===== config.mk =====
export PLATFORM = sky130hd
export DESIGN_NAME = uart_rx
export DESIGN_NICKNAME = d
export VERILOG_FILES = /design/src/rtl/uart_rx.sv
export SDC_FILE = /design/constraint.sdc
export NUM_CORES = 1
export LEC_CHECK = 0
export CAP_MARGIN = 20
export CORE_MARGIN = 3
export CORE_UTILIZATION = 30
export CTS_CLUSTER_SIZE = 28
export DETAILED_ROUTE_END_ITERATION = 8
export RECOVER_POWER = 25
export SLEW_MARGIN = 15
export SYNTH_ARGS = -nofsm -noshare
export SYNTH_HDL_FRONTEND = slang
export SYNTH_SLANG_ARGS = --single-unit

===== constraint.sdc =====
create_clock -name clk -period 4.35 [get_ports clk]
set_input_delay 0.87 -clock clk [delete_from_list [all_inputs] [get_ports clk]]
set_output_delay 0.87 -clock clk [all_outputs]
set_load 0.01 [all_outputs]

===== src/rtl/uart_rx.sv =====
// uart_rx: 16x-oversampled UART receiver for 8N1 / 8E1 frames.
//   Frame: start 0, 8 data bits LSB first, optional even-parity bit, stop 1.
//   Optional feature macro: UART_RX_PARITY_EN (defined -> 11-bit frame with
//   parity check; undefined -> 10-bit frame, parity_err tied to 0).
// Ports:
//   clk        in   system clock, rising edge
//   rst        in   asynchronous active-high reset
//   os_tick    in   16x baud enable pulse, one clk wide
//   rx         in   asynchronous serial line, idles high
//   data       out  last received byte, held until the next valid
//   valid      out  one-cycle strobe when data is updated
//   parity_err out  parity mismatch of the last frame (updates with valid)
//   frame_err  out  stop bit sampled low in the last frame (updates with valid)
//   busy       out  high whenever the receiver is not idle
module uart_rx (
    input  logic       clk,
    input  logic       rst,
    input  logic       os_tick,
    input  logic       rx,
    output logic [7:0] data,
    output logic       valid,
    output logic       parity_err,
    output logic       frame_err,
    output logic       busy
);

    localparam int unsigned DATA_W = 8;
    localparam int unsigned TICK_W = 4;
    localparam int unsigned BIT_W  = 3;

    localparam logic [TICK_W-1:0] TICK_MID  = TICK_W'(7);
    localparam logic [TICK_W-1:0] TICK_LAST = TICK_W'(15);
    localparam logic [BIT_W-1:0]  BIT_LAST  = BIT_W'(DATA_W - 1);

    typedef enum logic [2:0] {
        IDLE   = 3'd0,
        START  = 3'd1,
        DATA   = 3'd2,
`ifdef UART_RX_PARITY_EN
        PARITY = 3'd3,
`endif
        STOP   = 3'd4
    } state_t;

    state_t              state;
    logic                rx_m;
    logic                rx_s;
    logic [TICK_W-1:0]   tick_cnt;
    logic [BIT_W-1:0]    bit_cnt;
    logic [DATA_W-1:0]   shift;
    logic                stop_bit;
    logic                stop_done;
`ifdef UART_RX_PARITY_EN
    logic                perr;
`endif

    // Synchronizer, bit timing, frame FSM and registered outputs.
    always_ff @(posedge clk or posedge rst) begin
        if (rst) begin
            state      <= IDLE;
            rx_m       <= 1'b1;
            rx_s       <= 1'b1;
            tick_cnt   <= '0;
            bit_cnt    <= '0;
            shift      <= '0;
            stop_bit   <= 1'b1;
            stop_done  <= 1'b0;
`ifdef UART_RX_PARITY_EN
            perr       <= 1'b0;
`endif
            data       <= '0;
            valid      <= 1'b0;
            parity_err <= 1'b0;
            frame_err  <= 1'b0;
            busy       <= 1'b0;
        end else begin
            rx_m  <= rx;
            rx_s  <= rx_m;
            valid <= 1'b0;

            case (state)
                IDLE: begin
                    // Start detect runs every clk; a tick in this cycle is discarded.
                    if (!rx_s) begin
                        tick_cnt <= '0;
                        state    <= START;
                        busy     <= 1'b1;
                    end
                end

                START: begin
                    if (os_tick) begin
                        if (tick_cnt == TICK_MID) begin
                            // Mid start bit: still low means a real frame.
                            if (!rx_s) begin
                                tick_cnt <= '0;
                                bit_cnt  <= '0;
                                state    <= DATA;
                            end else begin
                                state <= IDLE;
                                busy  <= 1'b0;
                            end
                        end else begin
                            tick_cnt <= tick_cnt + TICK_W'(1);
                        end
                    end
                end

                DATA: begin
                    if (os_tick) begin
                        tick_cnt <= tick_cnt + TICK_W'(1);
                        if (tick_cnt == TICK_LAST) begin
                            shift   <= {rx_s, shift[DATA_W-1:1]};
                            bit_cnt <= bit_cnt + BIT_W'(1);
                            if (bit_cnt == BIT_LAST) begin
`ifdef UART_RX_PARITY_EN
                                state <= PARITY;
`else
                                state <= STOP;
`endif
                            end
                        end
                    end
                end

`ifdef UART_RX_PARITY_EN
                PARITY: begin
                    if (os_tick) begin
                        tick_cnt <= tick_cnt + TICK_W'(1);
                        if (tick_cnt == TICK_LAST) begin
                            perr  <= rx_s ^ (^shift);
                            state <= STOP;
                        end
                    end
                end
`endif

                STOP: begin
                    // Publish one clk after the stop sample, then return to IDLE
                    // mid stop bit so a back-to-back start edge is caught.
                    if (stop_done) begin
                        data       <= shift;
                        frame_err  <= ~stop_bit;
`ifdef UART_RX_PARITY_EN
                        parity_err <= perr;
`else
                        parity_err <= 1'b0;
`endif
                        valid      <= 1'b1;
                        stop_done  <= 1'b0;
                        state      <= IDLE;
                        busy       <= 1'b0;
                    end else if (os_tick) begin
                        tick_cnt <= tick_cnt + TICK_W'(1);
                        if (tick_cnt == TICK_LAST) begin
                            stop_bit  <= rx_s;
                            stop_done <= 1'b1;
                        end
                    end
                end

                default: begin
                    state <= IDLE;
                    busy  <= 1'b0;
                end
            endcase
        end
    end

endmodule


* After elaboration in Yosys (flattened, before gate mapping)
Cells that the tools add are included.
** Storage, ports and cells
- Output and inout port bits :: 12
- Bits in registers :: 33
- Input port bits :: 4
- Logic and storage cells :: 75
** Operators by class
- $add $sub $neg :: 2
- Reductions and logical operators :: 10
- Multiplexer cells :: 32
- Eq/ne operators :: 16
- Bitwise operators :: 3
** Operators by type and width (number)
- 2-to-1 mux 3 bit :: 12
- 2-to-1 mux 4 bit :: 5
- inequality test 2 bit, second input constant :: 10
- one-hot mux 4 bit (4 select lines) :: 1
- one-hot mux 3 bit (4 select lines) :: 1
- AND reduction 6 bit :: 2
- 2-to-1 mux 1 bit :: 10
- AND reduction 7 bit :: 1
- equality test 3 bit, second input constant :: 2
- one-hot mux 3 bit (2 select lines) :: 1
- AND reduction 3 bit :: 2
- adder 4 x 1 -> 4 bit, second input constant :: 1
- equality test 4 x 3 -> 1 bit, second input constant :: 1
- equality test 4 bit, second input constant :: 1
- one-hot mux 1 bit (4 select lines) :: 1
- AND reduction 4 bit :: 1
- nonzero test 4 bit :: 1
- adder 3 x 1 -> 3 bit, second input constant :: 1
- equality test 3 x 1 -> 1 bit, second input constant :: 1
- equality test 3 x 2 -> 1 bit, second input constant :: 1
- logical NOT 3 bit :: 1
- NOT 1 bit :: 3
- 2-to-1 mux 2 bit :: 1
- AND reduction 2 bit :: 1
- nonzero test 2 bit :: 1

* Logic depth before layout (Yosys ltp)
Gate-level depths: netlist of the first run.
- Depth in word-level cells :: 5
- Gate-level depth with buffers :: 6

* Worst setup path after synthesis of the first run
No wires, ideal clock.
- Kind :: input port to flip-flop
- Start point :: in os_tick
- End point :: reg tick_cnt[3]
- Stages :: 5
- Data arrival time :: 1858 ps
- Path buffers :: 1
- Path slack :: 2391 ps
- Data required time :: 4249 ps
- Path through :: buf_2 > or4b_1 > o21ai_0 > o21ai_2 > o311ai_2
** Between the ends
- Longest elaborated chain between the ends :: 3
- Elaborated cells on any way between the ends :: 5
- Those cells by class :: eq/ne: 1; mux: 3; reduce/logical: 1
** RTL lines
- start: declaration :: line 18 : input logic os_tick,
- 2-to-1 mux 4 bit (2 in a row)
- one-hot mux 4 bit (4 select lines)
- end signal: assignment :: line 104 : tick_cnt <= tick_cnt + TICK_W'(1);
- end signal: assignment :: line 111 : tick_cnt <= tick_cnt + TICK_W'(1);
- end signal: assignment :: line 154 : tick_cnt <= tick_cnt + TICK_W'(1);
- end: declaration :: line 48 : logic [TICK_W-1:0] tick_cnt;
Several ways; a longest one is shown, not always the timed one. The select of a mux whose other input is x is not followed.
A chain may end at the register's enable or synchronous reset.

==> results of run 1 <==
==> cell families after synthesis <==
kind of cell / Yosys count
multiplexers: 3
flip-flops: 33
AND/OR/NAND/NOR: 79
other: 1
AO/OA/AOI/OAI: 29
buffers and inverters: 13
adder cells (fa/ha/maj): 3
XOR/XNOR: 1
==> power groups by stage <==
stage               logic, uW  registers, uW  clock network [uW]
global placement          148            381                   0
detailed placement        148            381                   0
CTS                       149            375                 234
finish                    146            375                 224
global route              169            382                 246
floorplan                 135            362                   0
==> worst max-delay path by stage <==
stage,startpoint,endpoint,slack [ns],cells past startpoint
2_1_floorplan,os_tick,tick_cnt[3],2.39,5
3_3_place_gp,os_tick,tick_cnt[3],1.85,5
3_5_place_dp,os_tick,tick_cnt[3],1.82,5
4_1_cts,os_tick,tick_cnt[3],2.12,5
5_1_grt,rst,state[0],1.31,3
6_report,rst,state[0],1.72,3
==> layout make-up <==
cell class	count	area share
Tap cell	67	0.0455
Inverter	6	0.0122
Timing Repair Buffer	15	0.0781
Multi-Input combinational cell	116	0.367
Sequential cell	33	0.450
Clock inverter	3	0.00951
Clock buffer	5	0.0374
==> per-layer routing <==
layer	vias to the layer above	track usage
li1	582	-
met1	545	0.152
met2	26	0.146
met3	2	0.0344
met4	0	0.0367
met5	-	0
==> critical path: cells and delay by family <==
| kind | cells | cell delay (ns) |
|---|---|---|
| buffers and inverters | 3 | 1.82 |
==> flip-flops by register name, summed over array words and instances (netlist names) <==
signal / flops
busy: 1
tick_cnt: 4
rx_s: 1
frame_err: 1
stop_done: 1
rx_m: 1
stop_bit: 1
valid: 1
state: 3
bit_cnt: 3
data: 8
shift: 8
==> placed cells by master, fill, tap and decap left out, drive strengths merged, types with 2 or more instances in the layout <==
cell type	instances
a21o	2
a21oi	7
a22o	2
clkbuf	6
clkdlybuf4s50	12
clkinv	3
dfrtp	30
dfstp	3
dlygate4sd3	2
ha	3
inv	5
mux2	2
nand2	50
nand2b	3
nand3	2
nand3b	2
nand4b	2
nor2	6
nor3	5
o21ai	6
o22ai	2
o311ai	2
o31ai	2
or3b	2
==> stage by stage <==
stage                     utilization  total power, uW  hold slack [ns]  setup slack (ns)  cell area, sq um
after floorplan                     -              497            0.345              2.39              1560
after global placement          0.361              530            0.348              1.85              1760
after detailed placement        0.361              529            0.348              1.82              1760
after CTS                       0.378              757            0.358              2.12              1850
after global routing            0.377              797            0.360              1.31              1840
final                           0.377              746            0.357              1.72              1840
==> results.yml, run 1 <==
logic_synthesis:
  synth_simple_gate_area_frac: 0.247
  synth_fa_ha_area_frac: 0.0240
  yosys-top-cells-area: "dfrtp_1, nand2_1, dfstp_2"
  synth_seq_cells: 33
  synthCells: 162
  synth.largest_area_cell: "dfrtp_1"
  synth.yosys.warnings: 0
  synth_seq_area_share: 0.531
  synth.top_cell.area_share: 0.480
  synth-edff-count: 0
  synth_top_family_by_area: "simple AND/OR/NAND/NOR gates"
  syn_area_per_cell_sq_um: 9.65
  synth_compound_area_frac: 0.133
  synth_xor_area_frac: 0.00560
  synth.most_common_cell: "nand2_1"
  synthFlopType: "dfrtp_1"
  synth_mux_area_frac: 0.0208
  syn_area_sq_um: 1560
  synthArstFlopShare: 1.00
  synthesis.nets: 169
  yosys-top-cells-count: "nand2_1, dfrtp_1, a21oi_1"
  yosysUniqueCellTypes: 45
clocking:
  hold_buffers: 0
  cts_tree: "done"
  clock-sinks: 33
  cts_setup_buffers: 0
  clockBufferDepth: 2
  cts_buffers: 5
  cts_root_buf: "clkbuf_8"
  clkTransAtPathRegs_ns: 0.07
  htree_levels: 2
  ctsResizeCount: 0
  insertion_delay_ns: 0.28
cells_and_area:
  syn_to_final_growth_pct: 17.9
  layoutNonFillerInstCount: 245
  multi_input_area_sq_um: 676
  nets: 184
  diodes: 0
  nFillCells: 520
  final-seq-area_sq_um: 830
  drive_gt1_frac: 0.107
hold_path:
  holdCritPathClass: "reg -> reg"
  min_delay_worst_endpoint: "rx_s"
  hold_depth: 0
  min_from: "rx_m"
routing:
  vias: 1155
  totalWireLength_microns: 2940
  first_pass_iters: 5
  routed-wl-met3_microns: 151
  ant_nets: 0
  top_layer: "met4"
  via_per_inst: 4.71
  drt-met1-wl_microns: 1470
  met2_length_microns: 1290
  avgRoutedWirePerCell_microns: 12.0
  drt_drc_violations_left: 0
  drt_iter0_drc: 65
sta:
  relSlewSlack: -0.154
  drv_slew: 34
  period_share: 0.605
  fmax_ghz: 0.380
  worst_slew_pin_slew_ns: 1.73
  clock_skew_ns: 0.00757
  rsz0062_at_grt: "no"
  period_needed_ns: 2.63
  setup_viol: 0
  final_hold_viol_count: 0
  tns_ns: 0
floorplan:
  ios: 16
  dieArea_sq_um: 6110
  die_x_microns: 78.2
  num_rows: 25
  core_sq_um: 4880
  initial_core_util: 0.320
  die_y_microns: 78.2
pwr:
  p_seq_frac: 0.503
  internal_power_uw: 514
  p_per_area_nw_per_um2: 405
  power.share.clock: 0.301
  sw_frac_of_total: 0.311
  switching_power_uw: 232
  power.leakage_uw: 0.000867
  power_frac_comb: 0.196
  peakVddDrop_v: 0.000135
grt:
  grt_max_degree: 34
  grt_pass1_wl_microns: 5040
  grt_usage: 0.105
  grt_pass1_vias: 1016
  gr-total-overflow: 0
  antenna_found_initial: 0
setup_path:
  worstReg2RegStart: "state[2]"
  cp_cell_sequence: "dlygate4sd3_1 > inv_1 > clkbuf_1"
  crit_type: "in -> async"
  ff2ff_setup_slack_ns: 2.51
  max_stage_delay_ns: 1.24
  cpMaxStageDelayCell: "clkbuf_1"
  cp.required_ns: 4.42
  endpoint_kind: "async pin"
  rr_worst_depth: 5
  start_kind: "input port"
  crit_path_max_fanout: 33
  regToRegEndpoint: "data[5]"
  crit_arrival_ns: 2.70
status:
  failed_checks: "max-capacitance violations, max-slew violations"
  run_status: "complete, but fails checks"
place:
  post-dp-hpwl_microns: 1970
  place_inst: 237
  place_congestion: 0.759
  port_buffers: 14
flow_run:
  max-cap-violations: 1
Power figures use the tool's default switching activity.
==> run 2: changes to the inputs <==
Clock period 4.35 ns to 2.2 ns, I/O delays scaled along.
==> run 2 against run 1 <==
Sequential share of layout area is 1.5 points lower. Critical endpoint is now shift[7]. Routed wire length increased by 0.85%. Largest power group unchanged. Total power increased by 120%. Sequential cell count unchanged. Clock-buffer cell count up 2. Hold slack worse by 0.00085 ns. Critical path depth rose by 1. Cell count increased by 1.6%. The run now ends clean. Register-to-register slack got worse by 2.1 ns. Cell area up 3.3%. Die area unchanged. Largest cell class unchanged.
==> results.yml, run 2 (synthesized netlist as in run 1, its figures left out) <==
sta:
  fmax_ghz: 0.571
  fin_ws_ns: 0.447
  tns_ns: 0
  clock_skew_ns: 0.00624
  period_share: 0.797
  relSlewSlack: 0.471
  rsz0062_at_grt: "no"
  setup_viol: 0
  worst_slew_pin_slew_ns: 0.793
  final_hold_viol_count: 0
  drv_slew: 0
  period_needed_ns: 1.75
clocking:
  clkTransAtPathRegs_ns: 0.07
  ctsResizeCount: 0
  htree_levels: 2
  clock-sinks: 33
  cts_buffers: 5
  cts_setup_buffers: 0
  hold_buffers: 0
  insertion_delay_ns: 0.28
  cts_root_buf: "clkbuf_8"
  clockBufferDepth: 2
  cts_tree: "done"
routing:
  avgRoutedWirePerCell_microns: 11.9
  vias: 1185
  totalWireLength_microns: 2970
  first_pass_iters: 4
  ant_nets: 0
  via_per_inst: 4.76
  drt_drc_violations_left: 0
  drt_iter0_drc: 39
floorplan:
  initial_core_util: 0.320
  die_x_microns: 78.2
  dieArea_sq_um: 6110
  ios: 16
  die_y_microns: 78.2
  num_rows: 25
  core_sq_um: 4880
pwr:
  power.leakage_uw: 0.000903
  peakVddDrop_v: 0.000287
  p_per_area_nw_per_um2: 855
place:
  post-dp-hpwl_microns: 2080
  place_ws_ns: 0.175
  place_inst: 241
  place_congestion: 0.794
  place_area_sq_um: 1790
  port_buffers: 14
cells_and_area:
  final-seq-area_sq_um: 830
  drive_gt1_frac: 0.126
  layoutNonFillerInstCount: 249
  nets: 188
  nFillCells: 508
  final_common_cell: "nand2_1"
  final_cell_mix: "nand2_1, dfrtp_1, clkdlybuf4s50_1, a21oi_1, clkbuf_8"
  top_regs: "data x8, shift x8, tick_cnt x4"
  multi_input_area_sq_um: 676
  syn_to_final_growth_pct: 21.8
  final_area_sq_um: 1900
  diodes: 0
setup_path:
  regToRegEndpoint: "shift[7]"
  endpoint_kind: "register"
  crit_path_max_fanout: 16
  start_kind: "register"
  crit_type: "reg -> reg"
  worstReg2RegStart: "state[1]"
  cp.required_ns: 2.37
  crit_arrival_ns: 1.92
  ff2ff_setup_slack_ns: 0.45
  rr_worst_depth: 4
grt:
  antenna_found_initial: 0
  gr-total-overflow: 0
  grt_pass1_vias: 1097
  grt_max_degree: 34
  grt_usage: 0.110
  grt_pass1_wl_microns: 5240
hold_path:
  holdCritPathClass: "reg -> reg"
  hold_depth: 0
  min_from: "rx_m"
  min_delay_worst_endpoint: "rx_s"
flow_run:
  max-cap-violations: 0
status:
  run_status: "finished, final reports clean"
==> run 2: where the power goes <==
| part | internal, uW | total, uW | switching (uW) |
|---|---|---|---|
| Combinational | 146 | 295 | 148 |
| Sequential | 656 | 745 | 88.5 |
| Clock | 369 | 587 | 218 |
==> run 2: final cells by class <==
type                    instances  share of cell area
clock buffers                   7              0.0454
clock inverters                 1              0.0158
inverters                       6              0.0118
multi-input cells             116               0.355
flip-flops and latches         33               0.436
well taps                      67              0.0440
repair buffers                 19              0.0920
==> run 2: layer usage <==
layer | global-route usage | up-vias | part of all wire
met5 | 0 | - | 0
li1 | - | 583 | -
met4 | 0.0577 | 0 | 0.025
met1 | 0.142 | 574 | 0.47
met2 | 0.164 | 23 | 0.46
met3 | 0.0356 | 5 | 0.042
==> run 2: worst max-delay path by stage <==
stage	from	end	slack, ns	depth (start not counted)
after detailed placement	os_tick	tick_cnt[3]	0.18	5
after floorplan	tick_cnt[0]	tick_cnt[3]	0.66	5
after global placement	os_tick	tick_cnt[3]	0.20	5
final	state[1]	shift[7]	0.45	4
after CTS	state[1]	shift[7]	0.44	4
after global routing	state[1]	shift[7]	0.36	4
==> run 2: worst max-delay path: stages (launching register included) <==
cell and delay [ns]:
dfrtp_1 0.64, or3b_4 0.48, or2_1 0.35, nand2_1 0.11, o21ai_1 0.06
==> run 2: through the flow <==
stage / hold WS (ns) / power (uW) / util
global placement: 0.346 / 1050 / 0.367
floorplan: 0.345 / 982 / -
CTS: 0.359 / 1650 / 0.391
detailed placement: 0.349 / 1050 / 0.367
finish: 0.357 / 1630 / 0.390
global route: 0.361 / 1720 / 0.390
